===== config.mk =====
export PLATFORM = sky130hd
export DESIGN_NAME = branchctrl
export DESIGN_NICKNAME = d
export VERILOG_FILES = /design/src/rtl/branchctrl.sv
export SDC_FILE = /design/constraint.sdc
export NUM_CORES = 1
export LEC_CHECK = 0
export CAP_MARGIN = 20
export CORE_UTILIZATION = 35
export DETAILED_ROUTE_END_ITERATION = 10
export HOLD_SLACK_MARGIN = 0.15
export PLACE_DENSITY = 0.66
export SKIP_CTS_REPAIR_TIMING = 1
export SYNTH_ARGS = -nofsm -noshare
export SYNTH_HDL_FRONTEND = slang
export SYNTH_SLANG_ARGS = --single-unit

===== constraint.sdc =====
create_clock -name clk -period 8.5 [get_ports clk]
set_input_delay 1.7 -clock clk [delete_from_list [all_inputs] [get_ports clk]]
set_output_delay 1.7 -clock clk [all_outputs]
set_load 0.005 [all_outputs]

===== src/rtl/branchctrl.sv =====
// Branch resolution controller for the r200 integer pipeline.
// It accepts one conditional branch at a time and resolves it in a single
// EVAL cycle. A taken, aligned branch raises a fetch redirect that is held
// until fetch acknowledges it, followed by a one-cycle flush. A taken
// branch whose target has bit 1 set raises a misalign pulse instead.
// Every output is either a register or a decode of the state register, so
// no input reaches an output combinationally.
module branchctrl (
    input  logic        clk,
    input  logic        rst,
    input  logic        in_valid,
    output logic        in_ready,
    input  logic [31:0] in_pc,
    input  logic [31:0] in_instr,
    input  logic [31:0] in_rs1,
    input  logic [31:0] in_rs2,
    input  logic        kill,
    output logic [4:0]  bt_instrn11_7,
    output logic [6:0]  bt_instrn31_25,
    output logic [31:0] bt_pc,
    input  logic [31:0] bt_br,
    output logic        redir_valid,
    input  logic        redir_ack,
    output logic [31:0] redir_pc,
    output logic        flush,
    output logic        done,
    output logic        misalign,
    output logic [31:0] exc_pc,
    output logic [15:0] taken_cnt
);

    typedef enum logic [1:0] {
        IDLE  = 2'd0,
        EVAL  = 2'd1,
        REDIR = 2'd2,
        FLUSH = 2'd3
    } state_t;

    state_t      state_reg;
    state_t      state_next;

    // Latched branch fields. Only the instruction bits that matter here are
    // kept: the B-immediate pieces for the target generator and funct3.
    logic [31:0] pc_reg;
    logic [6:0]  instr_hi_reg;
    logic [4:0]  instr_lo_reg;
    logic [2:0]  funct3_reg;
    logic [31:0] rs1_reg;
    logic [31:0] rs2_reg;

    logic [31:0] redir_pc_reg;
    logic [31:0] exc_pc_reg;
    logic [15:0] taken_cnt_reg;
    logic        done_reg;
    logic        misalign_reg;

    logic        done_next;
    logic        misalign_next;
    logic        cnt_inc;
    logic        accept;
    logic        cond_taken;

    // Register-number and opcode fields are not needed for resolution.
    logic        unused_instr_bits;
    assign unused_instr_bits = ^{in_instr[24:15], in_instr[6:0]};

    assign accept = (state_reg == IDLE) && in_valid;

    // Branch condition on the latched operands; funct3 010/011 never branch.
    always_comb begin
        cond_taken = 1'b0;
        case (funct3_reg)
            3'b000:  cond_taken = (rs1_reg == rs2_reg);
            3'b001:  cond_taken = (rs1_reg != rs2_reg);
            3'b100:  cond_taken = ($signed(rs1_reg) <  $signed(rs2_reg));
            3'b101:  cond_taken = ($signed(rs1_reg) >= $signed(rs2_reg));
            3'b110:  cond_taken = (rs1_reg <  rs2_reg);
            3'b111:  cond_taken = (rs1_reg >= rs2_reg);
            default: cond_taken = 1'b0;
        endcase
    end

    // Next-state decode and the one-cycle pulse requests; kill wins over
    // every other event while a branch is in EVAL or REDIR.
    always_comb begin
        state_next    = state_reg;
        done_next     = 1'b0;
        misalign_next = 1'b0;
        cnt_inc       = 1'b0;
        case (state_reg)
            IDLE: begin
                if (in_valid) begin
                    state_next = EVAL;
                end
            end
            EVAL: begin
                if (kill) begin
                    state_next = IDLE;
                end else if (!cond_taken) begin
                    state_next = IDLE;
                    done_next  = 1'b1;
                end else if (bt_br[1]) begin
                    state_next    = IDLE;
                    misalign_next = 1'b1;
                end else begin
                    state_next = REDIR;
                    cnt_inc    = 1'b1;
                end
            end
            REDIR: begin
                if (kill) begin
                    state_next = IDLE;
                end else if (redir_ack) begin
                    state_next = FLUSH;
                end
            end
            FLUSH: begin
                state_next = IDLE;
            end
            default: begin
                state_next = IDLE;
            end
        endcase
    end

    // State register.
    always_ff @(posedge clk or posedge rst) begin
        if (rst) begin
            state_reg <= IDLE;
        end else begin
            state_reg <= state_next;
        end
    end

    // Capture the branch operands on accept.
    always_ff @(posedge clk or posedge rst) begin
        if (rst) begin
            pc_reg       <= 32'd0;
            instr_hi_reg <= 7'd0;
            instr_lo_reg <= 5'd0;
            funct3_reg   <= 3'd0;
            rs1_reg      <= 32'd0;
            rs2_reg      <= 32'd0;
        end else if (accept) begin
            pc_reg       <= in_pc;
            instr_hi_reg <= in_instr[31:25];
            instr_lo_reg <= in_instr[11:7];
            funct3_reg   <= in_instr[14:12];
            rs1_reg      <= in_rs1;
            rs2_reg      <= in_rs2;
        end
    end

    // Target capture in EVAL, exception PC on misalign, and result pulses.
    always_ff @(posedge clk or posedge rst) begin
        if (rst) begin
            redir_pc_reg <= 32'd0;
            exc_pc_reg   <= 32'd0;
            done_reg     <= 1'b0;
            misalign_reg <= 1'b0;
        end else begin
            done_reg     <= done_next;
            misalign_reg <= misalign_next;
            if (state_reg == EVAL) begin
                redir_pc_reg <= bt_br;
            end
            if (misalign_next) begin
                exc_pc_reg <= pc_reg;
            end
        end
    end

    // Saturating count of branches that went on to redirect.
    always_ff @(posedge clk or posedge rst) begin
        if (rst) begin
            taken_cnt_reg <= 16'd0;
        end else if (cnt_inc && (taken_cnt_reg != 16'hFFFF)) begin
            taken_cnt_reg <= taken_cnt_reg + 16'd1;
        end
    end

    assign in_ready       = (state_reg == IDLE);
    assign redir_valid    = (state_reg == REDIR);
    assign flush          = (state_reg == FLUSH);
    assign done           = done_reg;
    assign misalign       = misalign_reg;
    assign redir_pc       = redir_pc_reg;
    assign exc_pc         = exc_pc_reg;
    assign taken_cnt      = taken_cnt_reg;
    assign bt_pc          = pc_reg;
    assign bt_instrn31_25 = instr_hi_reg;
    assign bt_instrn11_7  = instr_lo_reg;

endmodule


== Word level (Yosys, flattened, before mapping) ==
Index checks and enable logic that the tools add are counted.

* Flip-flop bits (word level): 195
* Input bits: 165
* Output and inout bits: 129

* Add/subtract/negate cells: 1
* Magnitude comparators: 4
* Eq/ne operators: 13
* Multiplexer cells: 19
* Reduce and logical (&&, ||, !) cells: 5

{| class="wikitable"
|+ Operators by type and width
! kind !! count
|-
| $ge A32 B32 Y1 || 2
|-
| $lt A32 B32 Y1 || 2
|-
| $eq A32 B32 Y1 || 1
|-
| $ne A32 B32 Y1 || 1
|-
| $add A16 B1 Y16 const B || 1
|-
| $ne A16 B16 Y1 const B || 1
|-
| $eq A3 B3 Y1 const B || 4
|-
| $mux W2 || 6
|-
| $mux W1 || 11
|-
| $pmux W2 S4 || 1
|-
| $pmux W1 S6 || 1
|-
| $eq A2 B2 Y1 const B || 2
|-
| $eq A3 B1 Y1 const B || 1
|-
| $logic_not A3 Y1 || 1
|-
| $ne A3 B2 Y1 const B || 1
|-
| $eq A2 B1 Y1 const B || 1
|-
| $logic_and A1 B1 Y1 || 2
|-
| $logic_not A2 Y1 || 1
|-
| $ne A2 B2 Y1 const B || 1
|-
| $reduce_and A2 Y1 || 1
|}

== Logic depth before layout (Yosys ltp) ==
Gate-level depths: netlist (run 1).

* Depth after elaboration: 6
* Gate-level depth with buffers: 13
* Mapped depth without buffers: 10

== Worst setup path after synthesis (run 1) ==
No wires, ideal clock.

* Kind: input-to-reg
* From: in kill
* To: reg exc_pc_reg[10], in the netlist exc_pc[10]
* Setup time: 0.125 ns
* Arrival time: 2.760 ns
* Required time: 8.375 ns
* Slack: 5.615 ns
* Cell stages on the path: 5
* Path buffers: 2
* Path through: nand2b_1 and4bb_1 buf_6 buf_12 mux2_4

* Word-level cells in the longest chain between the ends: 2

{| class="wikitable"
|+ RTL lines
! what !! RTL line !! RTL
|-
| start, declared || 17 || <nowiki>input logic kill,</nowiki>
|-
| $mux W1 || 97 || <nowiki>if (kill) begin</nowiki>
|-
| $mux W1 || 90 || <nowiki>case (state_reg)</nowiki>
|-
| end signal, assigned || 168 || <nowiki>exc_pc_reg <= pc_reg;</nowiki>
|-
| end, declared || 52 || <nowiki>logic [31:0] exc_pc_reg;</nowiki>
|}

Every way passes these cells.
A chain may end at the register's enable or synchronous reset.

== Worst setup path after layout (run 1) ==
* From: reg rs1_reg[14]
* To: reg exc_pc_reg[29], in the netlist exc_pc[29]

* Word-level cells in the longest chain between the ends: 5
* Elaborated cells on any way between the ends: 10

{| class="wikitable"
|+ RTL lines
! what !! RTL line !! RTL
|-
| start, declared || 48 || <nowiki>logic [31:0] rs1_reg;</nowiki>
|-
| start signal, assigned || 149 || <nowiki>rs1_reg <= in_rs1;</nowiki>
|-
| $ge A32 B32 Y1 (tied with other cells) || 78 || <nowiki>3'b111: cond_taken = (rs1_reg >= rs2_reg);</nowiki>
|-
| $pmux W1 S6 * || 72 || <nowiki>case (funct3_reg)</nowiki>
|-
| $mux W1 * || 99 || <nowiki>end else if (!cond_taken) begin</nowiki>
|-
| $mux W1 * || 97 ||
|-
| $mux W1 * || 90 ||
|}

Every way passes the cells marked *; elsewhere a longest branch is shown, timed or not.

==> results.py, run 1 <==
metrics = {
    "layout": {
        "antenna_cells": 0,
        "drive_above_1_share_pct": 20.7,
        "post-route-util_pct": 51.1,
        "multiInputGateArea_sq_um": 3270,
        "final_nets": 1093,
        "syn2layout_area_growth_pct": 42.5,
        "ff_latch_area_sq_um": 4880,
        "n_fill_cell": 2116,
    },
    "critical_path": {
        "crit_path_end_kind": "flip-flop",
        "regToRegStartpoint": "rs1_reg[14]",
        "critPathMaxStageDelay_ns": 0.65,
        "slowest_stage": "and4b_1",
        "worst_r2r_path_depth": 10,
        "startpoint_type": "flip-flop",
        "path_max_fanout": 33,
        "worstPathArrival_ns": 4.26,
        "critical_path_class": "flip-flop to flip-flop",
        "reg2reg_slack_ns": 4.55,
        "crit_chain": "ha_1, nand4_1, nor4_2, a221oi_1, a21boi_2, nand4bb_1, and4b_1, and4bb_2, buf_4, mux2_2",
        "cp.required_ns": 8.81,
        "startpoint": "rs1_reg[14]",
        "reg2reg_to": "exc_pc[29]",
    },
    "sta": {
        "worst_slew_pin_slew_ns": 0.989,
        "tns_ns": 0,
        "rsz0062_at_grt": "false",
        "finalSetupViolCount": 0,
        "finalClockSkew_ns": 0.0127,
        "final-max-slew-violation-count": 0,
        "period_needed_ns": 3.95,
        "max_slew_margin_pct": 34.0,
        "max_freq_mhz": 253,
        "hold_viol": 0,
        "finalCritPeriodShare_pct": 46.5,
    },
    "route": {
        "vias": 5716,
        "drtIter0Drc": 188,
        "post_drt_wl_per_cell_um": 15.8,
        "routed_wl_um": 19400,
        "via_per_inst": 4.66,
        "post-route-drc-count": 0,
        "first_pass_iters": 4,
        "drtAntennaViolNets": 0,
    },
    "grt": {
        "grt_pass1_wl_um": 31100,
        "grt.total_usage_pct": 16.2,
        "antenna_found_initial": 0,
        "gr-total-overflow": 0,
        "grt_pass1_vias": 5956,
        "grt_max_degree": 123,
    },
    "floorplanning": {
        "fp.dieW_um": 157,
        "ios": 294,
        "rows": 56,
        "core-area_sq_um": 23500,
        "fp.dieH_um": 157,
        "start_util_pct": 35.9,
        "dieArea_sq_um": 24800,
    },
    "clock_tree": {
        "cts_buffer_depth": 2,
        "clk_latency_ns": 0.43,
        "htreeDepth": 4,
        "cts.sinks": 195,
        "clk_pin_slew_ns": 0.07,
        "cts_buffers": 17,
        "root_buffer": "clkbuf_16",
        "cts_tree": "built",
    },
    "min_path": {
        "min_to": "state_reg[0]",
        "min_path_type": "flip-flop to flip-flop",
        "holdCritStartpoint": "state_reg[0]",
        "hold_depth": 1,
    },
    "status": {
        "status": "complete, no violations",
    },
    "placed_design": {
        "place.gp.congestion": 0.700,
        "dpl.hpwl_um": 13800,
        "port_buffers": 276,
    },
    "logic_synthesis": {
        "ys_seq_elements": 195,
        "synth_fp_nets": 823,
        "syn_area_sq_um": 8450,
        "synth_cells": 625,
        "yosys_warnings": 0,
        "synth_cell_types": 42,
        "syn_avg_cell_area_sq_um": 13.5,
        "seq_area_frac_synth_pct": 57.8,
    },
    "power": {
        "p_leak_nw": 5.10,
        "vdd_drop_max_mv": 0.137,
        "power.density_nw_per_um2": 281,
    },
    "run": {
        "maxCapViolCount": 0,
    },
}
## report_power, final
part | internal [mW] | switching [mW] | total (mW)
Combinational | 0.771 | 0.444 | 1.21
Clock | 0.392 | 0.391 | 0.783
Sequential | 1.22 | 0.165 | 1.39
Total | 2.38 | 1.00 | 3.38
## metrics by stage
step / total power, mW / setup slack, ns / hold slack (ns) / area [sq um] / instances
2_1_floorplan: 2.01 / 1.49 / 0.448 / 8450 / 625
3_3_place_gp: 2.61 / 4.20 / 0.476 / 11500 / 1195
3_5_place_dp: 2.63 / 4.20 / 0.487 / 11500 / 1195
4_1_cts: 3.44 / 4.50 / 0.498 / 12000 / 1227
5_1_grt: 3.62 / 4.20 / 0.518 / 12000 / 1227
6_report: 3.38 / 4.55 / 0.490 / 12000 / 1227
## layout by cell type (no fill, tap or decap), types with 2 or more instances in the layout
master / Yosys / routed
clkdlybuf4s50_1: 0 / 276
dfrtp_1: 195 / 195
mux2_2: 114 / 114
nand2_1: 43 / 43
o21ai_0: 37 / 37
inv_1: 35 / 34
ha_1: 33 / 33
mux2_4: 29 / 29
a21oi_1: 17 / 17
clkbuf_16: 0 / 17
nand4_1: 15 / 15
xnor2_1: 15 / 15
nor2_1: 10 / 10
nand3_1: 10 / 10
and3_1: 10 / 10
inv_6: 0 / 8
inv_8: 0 / 4
nor2b_1: 4 / 3
buf_4: 0 / 3
nor3_1: 2 / 2
nor3b_1: 2 / 2
and4_1: 2 / 2
nand2b_1: 2 / 2
and2_1: 3 / 2
## cell type report
| type | instances | area share, % |
|---|---|---|
| multi-input combinational | 367 | 27.2 |
| inverter | 35 | 1.15 |
| sequential | 195 | 40.5 |
| clock buffer | 18 | 3.56 |
| clock inverter | 14 | 1.11 |
| timing repair buffer | 279 | 23.1 |
| tap | 319 | 3.31 |
## logic make-up (layout without fill, tap and decap cells)
group | after synthesis | in the layout | share of synthesized area, %
simple gates | 111 | 111 | 7.21
buf+inv | 63 | 346 | 3.58
xor+xnor | 15 | 15 | 1.56
flops | 195 | 195 | 57.8
fa+ha+maj | 33 | 33 | 4.89
compound gates | 65 | 65 | 4.64
mux | 143 | 143 | 20.4
## critical path, delay by kind of cell, from the launching register on
kind | cells | cell delay [ns]
buffers and inverters | 1 | 0.49
muxes | 1 | 0.40
and+or+nand+nor | 5 | 1.79
adders and majority gates | 1 | 0.32
DFF | 1 | 0.39
AOI/OAI and AO/OA | 2 | 0.39
## synthesized netlist by cell type
library cell / count / area (sq um)
a221oi_1: 1 / 8.76
a21o_1: 1 / 7.51
nor3_1: 2 / 10.0
o211ai_2: 1 / 12.5
nand3_1: 10 / 50.1
o31ai_1: 1 / 7.51
buf_12: 3 / 60.1
dfrtp_1: 195 / 4880
o21ai_0: 37 / 185
a2111oi_4: 1 / 27.5
a2bb2oi_1: 1 / 8.76
mux2_4: 29 / 435
and4_1: 2 / 17.5
buf_6: 2 / 22.5
nor2_1: 10 / 37.5
a221oi_2: 1 / 15.0
nand2_1: 43 / 161
clkbuf_1: 21 / 78.8
and2_1: 3 / 18.8
mux2_2: 114 / 1280
nand4bb_1: 1 / 11.3
nor4_2: 1 / 12.5
nand4_4: 1 / 21.3
and3_1: 10 / 62.6
a21oi_1: 17 / 85.1
nor2b_1: 4 / 25.0
nor4b_1: 1 / 8.76
nand3b_1: 1 / 7.51
nand4_1: 15 / 93.8
a21boi_2: 1 / 11.3
and4b_1: 1 / 10.0
nand2b_1: 2 / 12.5
inv_1: 35 / 131
xnor2_1: 15 / 131
ha_1: 33 / 413
a21boi_0: 1 / 7.51
nor3b_1: 2 / 15.0
o21a_1: 1 / 7.51
o211ai_1: 1 / 7.51
buf_2: 2 / 10.0
and4bb_1: 1 / 12.5
nor4_4: 1 / 21.3
## metal layers
layer	vias to the layer above	share of wire (%)	global-route usage, %
li1	2723	-	-
met1	2799	42	19.4
met2	183	48	27.2
met3	11	9.1	6.14
met4	0	0.67	3.74
met5	-	0	0
## worst max-delay path by stage
stage / end / slack (ns) / cells past startpoint
floorplan: bt_instrn11_7[0] / 1.49 / 1
global placement: rs1_reg[16] / 4.20 / 4
detailed placement: rs1_reg[25] / 4.20 / 4
CTS: exc_pc[30] / 4.50 / 10
global route: exc_pc[29] / 4.20 / 10
finish: exc_pc[29] / 4.55 / 10
Note: power is estimated with default switching activity, not from simulation.
==> run 2, diff against run 1 <==
Clock period 8.5 ns to 3.7 ns, I/O delays scaled along.
==> results.py, run 2 (synthesis gave the netlist of run 1 again) <==
metrics = {
    "placed_design": {
        "place.gp.congestion": 0.720,
        "port_buffers": 276,
        "dpl.hpwl_um": 14200,
    },
    "layout": {
        "syn2layout_area_growth_pct": 44.1,
        "layout_commonest_cell": "clkdlybuf4s50_1",
        "post-route-util_pct": 51.7,
        "drive_above_1_share_pct": 21.6,
        "final_cell_mix": "276 x clkdlybuf4s50_1, 195 x dfrtp_1, 114 x mux2_2",
        "final_nets": 1102,
    },
    "critical_path": {
        "path_max_fanout": 33,
        "slowest_stage": "nor4_2",
        "cp.required_ns": 4.01,
        "worstPathArrival_ns": 3.46,
        "startpoint_type": "flip-flop",
        "critical_path_class": "flip-flop to flip-flop",
        "critPathMaxStageDelay_ns": 0.42,
        "crit_path_end_kind": "flip-flop",
        "crit_chain": "ha_1, nand4_1, nor4_2, a221oi_1, a21boi_2, nand4bb_1, and4b_1, and4bb_2, buf_12, mux2_2",
        "worstPathBufferInverterCount": 1,
        "crit_family": "simple AND/OR/NAND/NOR gates",
    },
    "floorplanning": {
        "dieArea_sq_um": 24800,
        "fp.dieW_um": 157,
        "rows": 56,
        "core-area_sq_um": 23500,
        "ios": 294,
        "fp.dieH_um": 157,
        "start_util_pct": 35.9,
    },
    "grt": {
        "grt_pass1_wl_um": 31300,
        "grt.total_usage_pct": 16.4,
        "gr-total-overflow": 0,
        "grt_pass1_vias": 5913,
        "antenna_found_initial": 2,
        "grt_max_degree": 67,
    },
    "clock_tree": {
        "cts_buffer_depth": 2,
        "root_buffer": "clkbuf_16",
        "cts_buffers": 17,
        "clk_latency_ns": 0.43,
        "cts_tree": "built",
        "htreeDepth": 4,
        "cts.sinks": 195,
        "clk_pin_slew_ns": 0.07,
    },
    "route": {
        "post-route-drc-count": 0,
        "via_per_inst": 4.66,
        "first_pass_iters": 4,
        "drtAntennaViolNets": 0,
        "drtIter0Drc": 212,
        "routed_wl_um": 19800,
        "vias": 5766,
        "post_drt_wl_per_cell_um": 16.0,
    },
    "power": {
        "p_leak_nw": 5.15,
        "power.density_nw_per_um2": 642,
        "vdd_drop_max_mv": 0.337,
        "finalPower_mw": 7.82,
    },
    "sta": {
        "final-max-slew-violation-count": 0,
        "max_slew_margin_pct": 47.4,
        "period_needed_ns": 3.15,
        "rsz0062_at_grt": "false",
        "hold_viol": 0,
        "worst_slew_pin_slew_ns": 0.787,
        "tns_ns": 0,
        "finalCritPeriodShare_pct": 85.1,
        "max_freq_mhz": 318,
        "finalSetupViolCount": 0,
        "finalClockSkew_ns": 0.0151,
    },
    "min_path": {
        "min_path_type": "flip-flop to flip-flop",
    },
    "status": {
        "status": "complete, no violations",
    },
    "run": {
        "maxCapViolCount": 0,
    },
}
-- run 2: worst register-to-register path, stage by stage, from the launching register on --
cell and delay (ns):
dfrtp_1 0.38, ha_1 0.32, nand4_1 0.21, nor4_2 0.42, a221oi_1 0.16, a21boi_2 0.20
nand4bb_1 0.15, and4b_1 0.24, and4bb_2 0.27, buf_12 0.27, mux2_2 0.41
-- run 2: worst paths after layout --
check	end	depth (start not counted)	startpoint	slack, ns
setup / recovery	exc_pc[30]	10	rs1_reg[14]	0.55
hold reg to reg	taken_cnt[10]	1	taken_cnt[10]	0.49
min in group asynchronous	bt_pc[3]	2	rst	0.81
hold / removal	taken_cnt[10]	1	taken_cnt[10]	0.49
max in group asynchronous	rs1_reg[13]	3	rst	2.08
setup reg to reg	exc_pc[30]	10	rs1_reg[14]	0.55
-- run 2: power by group --
group,switching (mW),internal (mW)
combinational,1.02,1.81
clock,0.923,0.895
sequential,0.374,2.80
total,2.31,5.51
-- run 2: routing by layer --
metal	up-vias	track usage [%]	share of wire (%)
met1	2816	20.9	44
met3	15	5.48	7.6
met2	186	26.5	47
li1	2747	-	-
met4	2	4.53	0.96
met5	-	0	0.066
-- run 2: per-stage QoR --
stage / instances / instance area (sq um) / hold slack, ns / worst slack [ns]
after global placement: 1204 / 11600 / 0.482 / 0.561
after global routing: 1237 / 12200 / 0.519 / 0.323
after detailed placement: 1204 / 11600 / 0.484 / 0.527
after CTS: 1236 / 12200 / 0.499 / 0.505
after floorplan: 625 / 8450 / 0.448 / 0.442
final: 1237 / 12200 / 0.492 / 0.552
-- run 2: area by class of cell --
type                       instances  area, sq um
tap                              319          399
sequential                       195         4880
multi-input combinational        367         3270
inverter                          35          135
clock inverter                    15          143
antenna                            1         2.50
timing repair buffer             288         2920
clock buffer                      17          425
fill                            2068        11400
